===== config.mk =====
export PLATFORM = sky130hd
export DESIGN_NAME = mul8_err_stats_flat
export DESIGN_NICKNAME = d
export VERILOG_FILES = /design/src/rtl/mul8_stats_pkg.sv /design/src/rtl/mul8_err_stats_if.sv /design/src/rtl/mul8_absdiff.sv /design/src/rtl/mul8_err_stats.sv /design/src/flat_wrapper.sv
export SDC_FILE = /design/constraint.sdc
export NUM_CORES = 1
export LEC_CHECK = 0
export BUFFER_PORTS_ARGS = -buffer_cell sky130_fd_sc_hd__buf_2
export CAP_MARGIN = 20
export CORE_MARGIN = 2
export CORE_UTILIZATION = 40
export CTS_CLUSTER_SIZE = 20
export DETAILED_ROUTE_END_ITERATION = 6
export GPL_TIMING_DRIVEN = 0
export SYNTH_ARGS = -nofsm -noshare
export SYNTH_HDL_FRONTEND = slang
export SYNTH_SLANG_ARGS = --single-unit

===== constraint.sdc =====
create_clock -name clk -period 9.29 [get_ports clk]
set_input_delay 1.3935 -clock clk [delete_from_list [all_inputs] [get_ports clk]]
set_output_delay 1.3935 -clock clk [all_outputs]
set_load 0.02 [all_outputs]

===== src/rtl/mul8_stats_pkg.sv =====
// Shared types for the mul8 error-statistics collector.
// Holds the FSM state enum, default widths and the result record.
package mul8_stats_pkg;

  localparam int P_W_DEF   = 16;
  localparam int CNT_W_DEF = 16;
  localparam int SUM_W_DEF = P_W_DEF + CNT_W_DEF;

  typedef enum logic [1:0] {
    IDLE,
    RUN,
    DRAIN,
    DONE
  } state_e;

  typedef struct packed {
    logic [SUM_W_DEF-1:0] sum;
    logic [P_W_DEF-1:0]   max;
    logic [CNT_W_DEF-1:0] cnt;
  } res_t;

endpackage


===== src/rtl/mul8_err_stats_if.sv =====
// Sample and result streams of the error-statistics collector.
// master: sample producer / result consumer; slave: the collector.
interface mul8_err_stats_if
  import mul8_stats_pkg::*;
#(
  parameter int P_W   = P_W_DEF,
  parameter int CNT_W = CNT_W_DEF,
  parameter int SUM_W = P_W + CNT_W
);

  logic             in_valid;
  logic             in_ready;
  logic [P_W-1:0]   exact;
  logic [P_W-1:0]   approx;
  logic             res_valid;
  logic             res_ready;
  logic [SUM_W-1:0] res_sum_abs_err;
  logic [P_W-1:0]   res_max_err;
  logic [CNT_W-1:0] res_err_cnt;

  modport master (
    output in_valid,
    output exact,
    output approx,
    output res_ready,
    input  in_ready,
    input  res_valid,
    input  res_sum_abs_err,
    input  res_max_err,
    input  res_err_cnt
  );

  modport slave (
    input  in_valid,
    input  exact,
    input  approx,
    input  res_ready,
    output in_ready,
    output res_valid,
    output res_sum_abs_err,
    output res_max_err,
    output res_err_cnt
  );

endinterface


===== src/rtl/mul8_absdiff.sv =====
// Combinational |a-b| (larger minus smaller, never wraps) plus a!=b.
// Ports: a, b operands; d absolute difference; ne mismatch flag.
module mul8_absdiff
  import mul8_stats_pkg::*;
#(
  parameter int P_W = P_W_DEF
) (
  input  logic [P_W-1:0] a,
  input  logic [P_W-1:0] b,
  output logic [P_W-1:0] d,
  output logic           ne
);

  always_comb begin
    d  = '0;
    ne = (a != b);
    if (a >= b) begin
      d = a - b;
    end else begin
      d = b - a;
    end
  end

endmodule


===== src/rtl/mul8_err_stats.sv =====
// Error-statistics collector: over N samples sums/maxes |exact-approx|
// and counts mismatches. Ports: clk, rst, start, num_samples, busy, bus.
module mul8_err_stats
  import mul8_stats_pkg::*;
#(
  parameter int CNT_W = CNT_W_DEF,
  parameter int P_W   = P_W_DEF,
  parameter int SUM_W = P_W + CNT_W
) (
  input  logic             clk,
  input  logic             rst,
  input  logic             start,
  input  logic [CNT_W-1:0] num_samples,
  output logic             busy,
  mul8_err_stats_if.slave  bus
);

  state_e           state_q, state_d;
  logic [CNT_W-1:0] rem_q, rem_d;
  logic             s1_vld_q, s1_vld_d;
  logic [P_W-1:0]   s1_abs_q, s1_abs_d;
  logic             s1_ne_q, s1_ne_d;
  logic [SUM_W-1:0] sum_q, sum_d;
  logic [P_W-1:0]   max_q, max_d;
  logic [CNT_W-1:0] cnt_q, cnt_d;

  logic [P_W-1:0]   abs_w;
  logic             ne_w;
  logic             accept;

  mul8_absdiff #(.P_W(P_W)) u_absdiff (
    .a  (bus.exact),
    .b  (bus.approx),
    .d  (abs_w),
    .ne (ne_w)
  );

  assign accept = (state_q == RUN) && bus.in_valid;

  always_comb begin
    state_d  = state_q;
    rem_d    = rem_q;
    s1_vld_d = accept;
    s1_abs_d = s1_abs_q;
    s1_ne_d  = s1_ne_q;
    sum_d    = sum_q;
    max_d    = max_q;
    cnt_d    = cnt_q;

    if (accept) begin
      s1_abs_d = abs_w;
      s1_ne_d  = ne_w;
    end

    // Stage 2: fold the registered stage-1 entry into the window.
    if (s1_vld_q) begin
      sum_d = sum_q + {{(SUM_W-P_W){1'b0}}, s1_abs_q};
      if (s1_abs_q > max_q) begin
        max_d = s1_abs_q;
      end
      cnt_d = cnt_q + CNT_W'(s1_ne_q);
    end

    unique case (state_q)
      IDLE: begin
        if (start) begin
          rem_d = num_samples;
          sum_d = '0;
          max_d = '0;
          cnt_d = '0;
          if (num_samples == '0) begin
            state_d = DONE;
          end else begin
            state_d = RUN;
          end
        end
      end
      RUN: begin
        if (accept) begin
          rem_d = rem_q - CNT_W'(1);
          if (rem_q == CNT_W'(1)) begin
            state_d = DRAIN;
          end
        end
      end
      DRAIN: begin
        state_d = DONE;
      end
      DONE: begin
        if (bus.res_ready) begin
          state_d = IDLE;
        end
      end
      default: begin
        state_d = IDLE;
      end
    endcase
  end

  always_ff @(posedge clk or posedge rst) begin
    if (rst) begin
      state_q  <= IDLE;
      rem_q    <= '0;
      s1_vld_q <= 1'b0;
      s1_abs_q <= '0;
      s1_ne_q  <= 1'b0;
      sum_q    <= '0;
      max_q    <= '0;
      cnt_q    <= '0;
    end else begin
      state_q  <= state_d;
      rem_q    <= rem_d;
      s1_vld_q <= s1_vld_d;
      s1_abs_q <= s1_abs_d;
      s1_ne_q  <= s1_ne_d;
      sum_q    <= sum_d;
      max_q    <= max_d;
      cnt_q    <= cnt_d;
    end
  end

  assign busy                = (state_q != IDLE);
  assign bus.in_ready        = (state_q == RUN);
  assign bus.res_valid       = (state_q == DONE);
  assign bus.res_sum_abs_err = sum_q;
  assign bus.res_max_err     = max_q;
  assign bus.res_err_cnt     = cnt_q;

endmodule

===== src/flat_wrapper.sv =====
// flat-port wrapper written by rule: the top's interface ports become plain ports
module mul8_err_stats_flat import mul8_stats_pkg::*;
#(
  parameter int CNT_W = CNT_W_DEF,
  parameter int P_W   = P_W_DEF,
  parameter int SUM_W = P_W + CNT_W
)
  (clk, rst, start, num_samples, busy, bus_in_valid, bus_exact, bus_approx, bus_res_ready, bus_in_ready, bus_res_valid, bus_res_sum_abs_err, bus_res_max_err, bus_res_err_cnt);
  mul8_err_stats_if #(.P_W(P_W), .CNT_W(CNT_W), .SUM_W(SUM_W)) bus_i ();
  input  logic clk;
  input  logic rst;
  input  logic start;
  input  logic [CNT_W-1:0] num_samples;
  output logic busy;
  input wire logic [$bits(bus_i.in_valid)-1:0] bus_in_valid;
  input wire logic [$bits(bus_i.exact)-1:0] bus_exact;
  input wire logic [$bits(bus_i.approx)-1:0] bus_approx;
  input wire logic [$bits(bus_i.res_ready)-1:0] bus_res_ready;
  output wire logic [$bits(bus_i.in_ready)-1:0] bus_in_ready;
  output wire logic [$bits(bus_i.res_valid)-1:0] bus_res_valid;
  output wire logic [$bits(bus_i.res_sum_abs_err)-1:0] bus_res_sum_abs_err;
  output wire logic [$bits(bus_i.res_max_err)-1:0] bus_res_max_err;
  output wire logic [$bits(bus_i.res_err_cnt)-1:0] bus_res_err_cnt;
  assign bus_i.in_valid = bus_in_valid;
  assign bus_i.exact = bus_exact;
  assign bus_i.approx = bus_approx;
  assign bus_i.res_ready = bus_res_ready;
  assign bus_in_ready = bus_i.in_ready;
  assign bus_res_valid = bus_i.res_valid;
  assign bus_res_sum_abs_err = bus_i.res_sum_abs_err;
  assign bus_res_max_err = bus_i.res_max_err;
  assign bus_res_err_cnt = bus_i.res_err_cnt;
  mul8_err_stats #(.CNT_W(CNT_W), .P_W(P_W), .SUM_W(SUM_W)) u_core (.clk(clk), .rst(rst), .start(start), .num_samples(num_samples), .busy(busy), .bus(bus_i));
endmodule

### After elaboration in Yosys (flattened, before gate mapping)

Index checks and enable logic that the tools add are counted.

| storage, ports and cells | value |
|---|---|
| register bits after elaboration | 100 |
| bits of input ports | 53 |
| output and inout bits | 67 |
| logic and storage cells | 51 |

| cells by class | value |
|---|---|
| add/sub/neg operators | 5 |
| magnitude comparators | 2 |
| equal/unequal tests | 9 |
| multiplexer cells | 20 |
| reduce and logical (&&, ||, !) cells | 7 |

Operator list:

| kind | number |
|---|---|
| 16-bit 2-to-1 mux | 10 |
| 32-bit 2-to-1 mux | 3 |
| 32-bit by 16-bit adder with 32-bit output | 1 |
| 16-bit one-hot mux with 2 select lines | 1 |
| 16-bit subtractor | 2 |
| 16-bit by 1-bit adder with 16-bit output | 1 |
| 16-bit by 1-bit equality test with 1-bit output, second input constant | 1 |
| 16-bit greater-or-equal comparator | 1 |
| 16-bit > comparator | 1 |
| 16-bit zero test | 1 |
| 16-bit inequality test | 1 |
| 16-bit by 1-bit subtractor with 16-bit output, second input constant | 1 |
| 2-bit 2-to-1 mux | 5 |
| 2-bit one-hot mux with 4 select lines | 1 |
| 2-bit equality test, second input constant | 2 |
| 2-bit by 1-bit inequality test with 1-bit output, second input constant | 2 |
| 2-bit inequality test, second input constant | 2 |
| 4-bit AND reduction | 1 |
| 2-bit nonzero test | 2 |
| 3-bit AND reduction | 1 |
| 2-bit by 1-bit equality test with 1-bit output, second input constant | 1 |
| 2-bit zero test | 1 |
| 1-bit logical AND | 1 |

### Logic depth before layout (Yosys ltp)

Gate-level depths: netlist of the first run.

| depth | value |
|---|---|
| word-level depth | 5 |
| depth in mapped cells | 12 |
| depth with buffers taken out | 11 |

### Modules after synthesis

Synthesis of the first run repeated with hierarchy kept, for this count alone.

| unflattened totals | value |
|---|---|
| cell total of the unflattened synthesis | 894 |
| area, all modules | 7742.4 um^2 |

Modules (own cells, without submodules):

| module | instances | cells an instance | area an instance (um^2) | sequential area each (um^2) |
|---|---|---|---|---|
| mul8_err_stats | 1 | 662 | 6064.6 | 2502.4 |
| mul8_absdiff | 1 | 232 | 1677.9 | 0.0 |

### Worst setup path after synthesis of the first run

Ideal clock, no wire load.

| timing path | value |
|---|---|
| path kind | in2reg |
| start point | input bus_approx[5] |
| end point | register u_core.s1_abs_q[14] |
| setup time | 0.139 ns |
| data arrival time | 3.759 ns |
| data required time | 9.151 ns |
| slack | 5.393 ns |
| cell stages on the path | 10 |
| path buffers | 1 |
| cell sequence | inv_1 ha_1 buf_6 a2111o_1 o21a_1 a311oi_2 mux2_2 a31oi_1 mux2i_1 or4b_1 |

| on the way | value |
|---|---|
| cells in the longest elaborated chain, start to end | 2 |
| elaborated cells on any way between the ends | 4 |
| those cells by class | add/sub (2); order compare (1); mux (1) |

RTL lines:

| element | RTL line | text |
|---|---|---|
| start, declared | flat_wrapper.sv:17 | `input wire logic [$bits(bus_i.approx)-1:0] bus_approx;` |
| 16-bit subtractor, or another cell as far along | mul8_absdiff.sv:20 | `d = b - a;` |
| 16-bit 2-to-1 mux * | mul8_absdiff.sv:17 | `if (a >= b) begin` |
| end signal, assigned | mul8_err_stats.sv:114 | `s1_abs_q <= s1_abs_d;` |
| end, declared | mul8_err_stats.sv:21 | `logic [P_W-1:0] s1_abs_q, s1_abs_d;` |

Every way passes the cells marked *; elsewhere a longest branch is shown, timed or not.
A chain may end at the register's enable or synchronous reset.

### Final worst setup path of the first run

| timing path | value |
|---|---|
| start point | input bus_approx[2] |
| end point | register u_core.s1_abs_q[14] |

The elaborated chain is that of the path after synthesis.

==> results of run 1 <==
-- power breakdown --
part	internal [mW]	leakage (nW)	total, mW	switching (mW)
combinational	0.470	2.90	1.21	0.739
clock	0.220	0.145	0.377	0.157
sequential	0.566	1.29	0.711	0.145
total	1.26	4.34	2.30	1.04
-- cells in the mapped netlist (all sizes together) (9+ instances only) --
cell      n  area (µm²)
dfrtp   100        2502
nor2     96       360.4
inv      75       281.5
nand2    75       281.5
ha       71       888.4
o21ai    65       325.3
a21oi    62       310.3
mux2i    35       350.3
clkbuf   24       90.09
xor2     24       210.2
xnor2    23       201.4
and3     21       131.4
a21o     18       135.1
nand3    18       90.09
nor3     16       80.08
nand4    15       93.84
buf      12       68.81
nor2b    12       75.07
a31oi    10       62.56
nor4      9       56.30
o21a      9       67.56
-- logic make-up (layout without fill, tap and decap cells) --
group | Yosys count | count (layout)
AOI/OAI and AO/OA | 233 | 233
buffers and inverters | 112 | 246
muxes | 37 | 37
xor gates and xnor gates | 47 | 47
DFF | 100 | 100
and+or+nand+nor | 294 | 294
adders and majority gates | 74 | 74
-- layer usage --
layer,GRT usage (%),vias up,routed length [µm]
li1,-,3410,-
met1,26.48,3139,9172
met2,33.09,150,9069
met3,2.025,18,675
met4,6.105,0,336
met5,0,-,0
-- worst max-delay path by stage --
stage	startpoint	to	slack, ns
3_5_place_dp	bus_approx[2]	u_core.s1_abs_q[14]	5.06
2_1_floorplan	rst	u_core.bus.res_err_cnt[0]	5.28
3_3_place_gp	rst	u_core.bus.res_max_err[0]	3.89
4_1_cts	bus_approx[2]	u_core.s1_abs_q[14]	5.41
6_report	bus_approx[2]	u_core.s1_abs_q[14]	5.39
5_1_grt	bus_approx[2]	u_core.s1_abs_q[14]	5.26
-- registers in the layout, summed over array words and instances (netlist names) --
signal,count
u_core.bus.res_err_cnt,16
u_core.rem_q,16
u_core.s1_ne_q,1
u_core.s1_vld_q,1
u_core.s1_abs_q,16
u_core.bus.res_sum_abs_err,32
u_core.bus.res_max_err,16
u_core.state_q,2
-- worst max-delay path, delay by kind of cell --
family / cells / cell delay, ns
AO/OA/AOI/OAI: 4 / 1.10
AND/OR/NAND/NOR: 2 / 0.64
multiplexers: 2 / 0.47
adder cells (fa/ha/maj): 1 / 0.38
buffers and inverters: 2 / 0.13
-- metrics by stage --
stage	cells	hold WS [ns]
2_1_floorplan	897	0.4703
3_3_place_gp	1250	0.4940
3_5_place_dp	1251	0.5236
4_1_cts	1265	0.5413
5_1_grt	1265	0.5747
6_report	1265	0.5414
-- final cells by class --
| class | count | area [µm²] |
|---|---|---|
| buffer | 36 | 158.9 |
| clock buffer | 12 | 256.5 |
| clock inverter | 2 | 35.03 |
| fill | 1846 | 9833 |
| inverter | 76 | 287.8 |
| multi-input combinational | 685 | 4591 |
| sequential | 100 | 2502 |
| tap | 234 | 292.8 |
| timing repair buffer | 120 | 623.1 |
==> impl_metrics.ini, run 1 <==
[finish]
fin_nets = 1155
final_common_cell = buf_2
n_antenna_cell = 0
fin_util_pct = 47.08
final_cell_mix = buf_2 (126), dfrtp_1 (100), nor2_1 (96), nand2_1 (75), inv_1 (74)
drive_gt1_share_pct = 15.03
fin_area_um2 = 8747
synthToLayoutAreaGrowth_pct = 16.05

[setup_path]
critical_path_class = primary input to register
endpoint_kind = register
required_ns = 9.50
cp_slowest_cell = or4b_1
reg2reg_from = u_core.s1_abs_q[0]
start_kind = primary input
r2r-end = u_core.bus.res_sum_abs_err[16]
crit_chain = buf_2, inv_1, ha_1, nor2b_1, o31a_1, o21a_1, a311oi_2, mux2_2, a31oi_1, mux2i_1, or4b_1
slowest_delay_ns = 0.46
cp_max_fo = 7
arrival_ns = 4.11
r2r_setup_slack_ns = 6.19
worst-r2r-cell-count = 10

[global_routing]
grt_max_degree = 54
grt_pass1_vias = 6535
track_usage_pct = 19.56
antenna_found_initial = 0
grt_pass1_wl_um = 32000
grt-ovfl-total = 0

[sta]
timing.final.hold_violations = 0
period_share_pct = 41.97
clock_skew_ns = 0.01100
drv_slew = 0
worstMarginPinSlew_ns = 0.9523
setup_viol = 0
layout_min_cycle_time_ns = 3.899
slew_headroom_pct = 35.97
setup_ws_ns = 5.391
fmax_mhz = 256.5
final.setup.tns_ns = 0
grt_setup_unrepaired = false

[min_path]
hold_path_startpoint = u_core.bus.res_err_cnt[15]
hold_end = u_core.bus.res_err_cnt[15]
hold_depth = 2
min-delay-path-class = register to register

[route]
dr.pass1.iters = 4
vias = 6717
antenna_left = 0
post-route-drc-count = 0
drt_wl_total_um = 19250
drt_iter0_drc = 299
wire_per_inst_um = 15.22
routed_via_density = 5.310

[logic_synthesis]
ys_ff_latch = 100
synth-async-reset-ratio_pct = 100.0
synth_xor_area_share_pct = 5.461
synth_top_family_by_area = compound AO/OA/AOI/OAI gates
synth_edf_count = 0
post_synth_num_cell_types = 59
syn_inst = 897
ys.flop_type = dfrtp_1
avgSynthCellArea_um2 = 8.403
synth_compound_area_share_pct = 19.59
synth-simple-area-share_pct = 18.33
yosysSeqAreaShare_pct = 33.20
synthAdderAreaFrac_pct = 12.58
synthMuxAreaShare_pct = 4.947
syn-cell-area_um2 = 7537
ys_warn_count = 0
synthesis.nets = 1024

[placed_design]
place_area_um2 = 8456
dpl.hpwl_um = 14940
post-place-ws_ns = 5.058
gp_congestion = 0.8981
io_buffers = 119

[die]
die_width_um = 141.3
pin_count = 120
std_cell_rows = 50
start_util_pct = 40.57
core_area_um2 = 18580
die_h_um = 141.3
die_area_um2 = 19960

[cts]
cts_resized = 0
clock_sinks = 100
cts_hold_buf = 0
cts_made_buffers = 9
ctsHtreeMaxLevel = 3
insertion_delay_ns = 0.35
clkSlewWorstSetupHoldPaths_ns = 0.06
cts_setup_buffers = 0
cts_buffer_depth = 2
cts_root_buffer = clkbuf_16
cts_tree = done

[power]
total_power_mw = 2.298
leakagePower_nw = 4.341
cellPowerDensity_nw_per_um2 = 262.7
peakVddDrop_mv = 0.08837

[run_status]
status = finished, final reports clean

[flow_run]
cap_viol_max_count = 0
Power figures use the tool's default switching activity.
==> run 2: changes to the inputs <==
==> constraint.sdc (replaced) <==
create_clock -name clk -period 3.4 [get_ports clk]
set_input_delay 0.51 -clock clk [delete_from_list [all_inputs] [get_ports clk]]
set_output_delay 0.51 -clock clk [all_outputs]
set_load 0.02 [all_outputs]
==> impl_metrics.ini, run 2 (synthesis gave the netlist of run 1 again) <==
[run_status]
status = finished, final reports clean

[route]
wl_met3_um = 651
wire_per_inst_um = 15.22
wl_met2_um = 9057
antenna_left = 0
drt_wl_total_um = 19250
wl_met1_um = 9201
vias = 6716
drt_iter0_drc = 299
highest_layer = met4
dr.pass1.iters = 4
post-route-drc-count = 0
routed_via_density = 5.309

[global_routing]
grt-ovfl-total = 0
antenna_found_initial = 0
grt_max_degree = 54
track_usage_pct = 19.56
grt_pass1_vias = 6535
grt_pass1_wl_um = 32000

[setup_path]
endpoint_kind = register
startpoint = bus_approx[2]
critical_path_class = primary input to register
cp_max_fo = 7
start_kind = primary input
required_ns = 3.61
reg2reg_from = u_core.s1_abs_q[0]
worst-r2r-cell-count = 10
arrival_ns = 3.23

[cts]
cts_hold_buf = 0
cts_made_buffers = 9
cts_setup_buffers = 0
cts_buffer_depth = 2
clock_sinks = 100
cts_tree = done
ctsHtreeMaxLevel = 3
insertion_delay_ns = 0.35
cts_root_buffer = clkbuf_16
clkSlewWorstSetupHoldPaths_ns = 0.07

[power]
total_power_mw = 6.280
leakagePower_nw = 4.341
cellPowerDensity_nw_per_um2 = 717.9
peakVddDrop_mv = 0.2414

[finish]
regArea_um2 = 2502
drive_gt1_share_pct = 15.03
n_antenna_cell = 0
final_cell_mix = buf_2 (126), dfrtp_1 (100), nor2_1 (96), nand2_1 (75), inv_1 (74)
multi_input_area_um2 = 4591
synthToLayoutAreaGrowth_pct = 16.05
fin_util_pct = 47.08
fillers = 1846
final_cells = 1265
final_common_cell = buf_2
fin_nets = 1155
largest_reg_flops = 32

[die]
pin_count = 120
die_width_um = 141.3
core_area_um2 = 18580
die_h_um = 141.3
die_area_um2 = 19960
std_cell_rows = 50
start_util_pct = 40.57

[sta]
slew_headroom_pct = 35.59
grt_setup_unrepaired = false
worstMarginPinSlew_ns = 0.9580
setup_viol = 0
clock_skew_ns = 0.01096
layout_min_cycle_time_ns = 3.015
timing.final.hold_violations = 0
fmax_mhz = 331.7
period_share_pct = 88.67
final.setup.tns_ns = 0
drv_slew = 0

[placed_design]
io_buffers = 119
dpl.hpwl_um = 14940
dp_cells = 1251
gp_congestion = 0.8981

[flow_run]
cap_viol_max_count = 0

[min_path]
min-delay-path-class = primary input to asynchronous set/reset pin
## run 2: cell counts in the layout (fill, tap and decap cells not counted)
No cell type changed its count.
## run 2: final timing paths
path / endpoint / slack (ns)
worst max-delay path: u_core.s1_abs_q[14] / 0.39
worst min-delay path: u_core.rem_q[12] / 0.23
worst max register to register: u_core.bus.res_sum_abs_err[16] / 0.40
worst min register to register: u_core.bus.res_err_cnt[15] / 0.54
max in group asynchronous: u_core.bus.res_sum_abs_err[29] / 2.49
min in group clk: u_core.rem_q[13] / 0.49
## run 2: power breakdown
| part | internal, mW | leakage (nW) | switching [mW] | total, mW |
|---|---|---|---|---|
| registers | 1.55 | 1.29 | 0.397 | 1.94 |
| clock network | 0.602 | 0.145 | 0.429 | 1.03 |
| logic | 1.29 | 2.90 | 2.02 | 3.31 |
| total | 3.43 | 4.34 | 2.85 | 6.28 |
## run 2: layout make-up
| type | instances | share of cell area (%) |
|---|---|---|
| timing repair buffer | 120 | 7.123 |
| inverter | 76 | 3.290 |
| sequential | 100 | 28.61 |
| clock buffer | 12 | 2.932 |
| tap | 234 | 3.347 |
| multi-input combinational | 685 | 52.48 |
| clock inverter | 2 | 0.4005 |
| buffer | 36 | 1.817 |
## run 2: metrics by stage
step                setup slack (ns)  hold WS (ns)  instance area [µm²]
detailed placement           0.05194        0.5236                 8456
floorplan                     0.2712        0.4703                 7537
global route                  0.1245        0.3009                 8747
finish                        0.3853        0.2264                 8747
global placement              -1.119        0.4940                 8426
CTS                           0.2848        0.2553                 8747
## run 2: routing by layer
layer  GRT usage, %  vias to the layer above
met3          2.025                       18
met5              0                        -
li1               -                     3410
met1          26.48                     3140
met4          6.105                        0
met2          33.09                      148
## run 2: worst max-delay path: stages
cell	delay (ns)
buf_2	0.09
inv_1	0.04
ha_1	0.38
nor2b_1	0.18
o31a_1	0.26
o21a_1	0.24
a311oi_2	0.38
mux2_2	0.37
a31oi_1	0.22
mux2i_1	0.10
or4b_1	0.46
## run 2: timing repair
action | 4_1_cts | 5_1_grt
hold endpoints to repair | 0 | 0
gates resized for setup | 0 | 1
setup endpoints to repair | 0 | 2
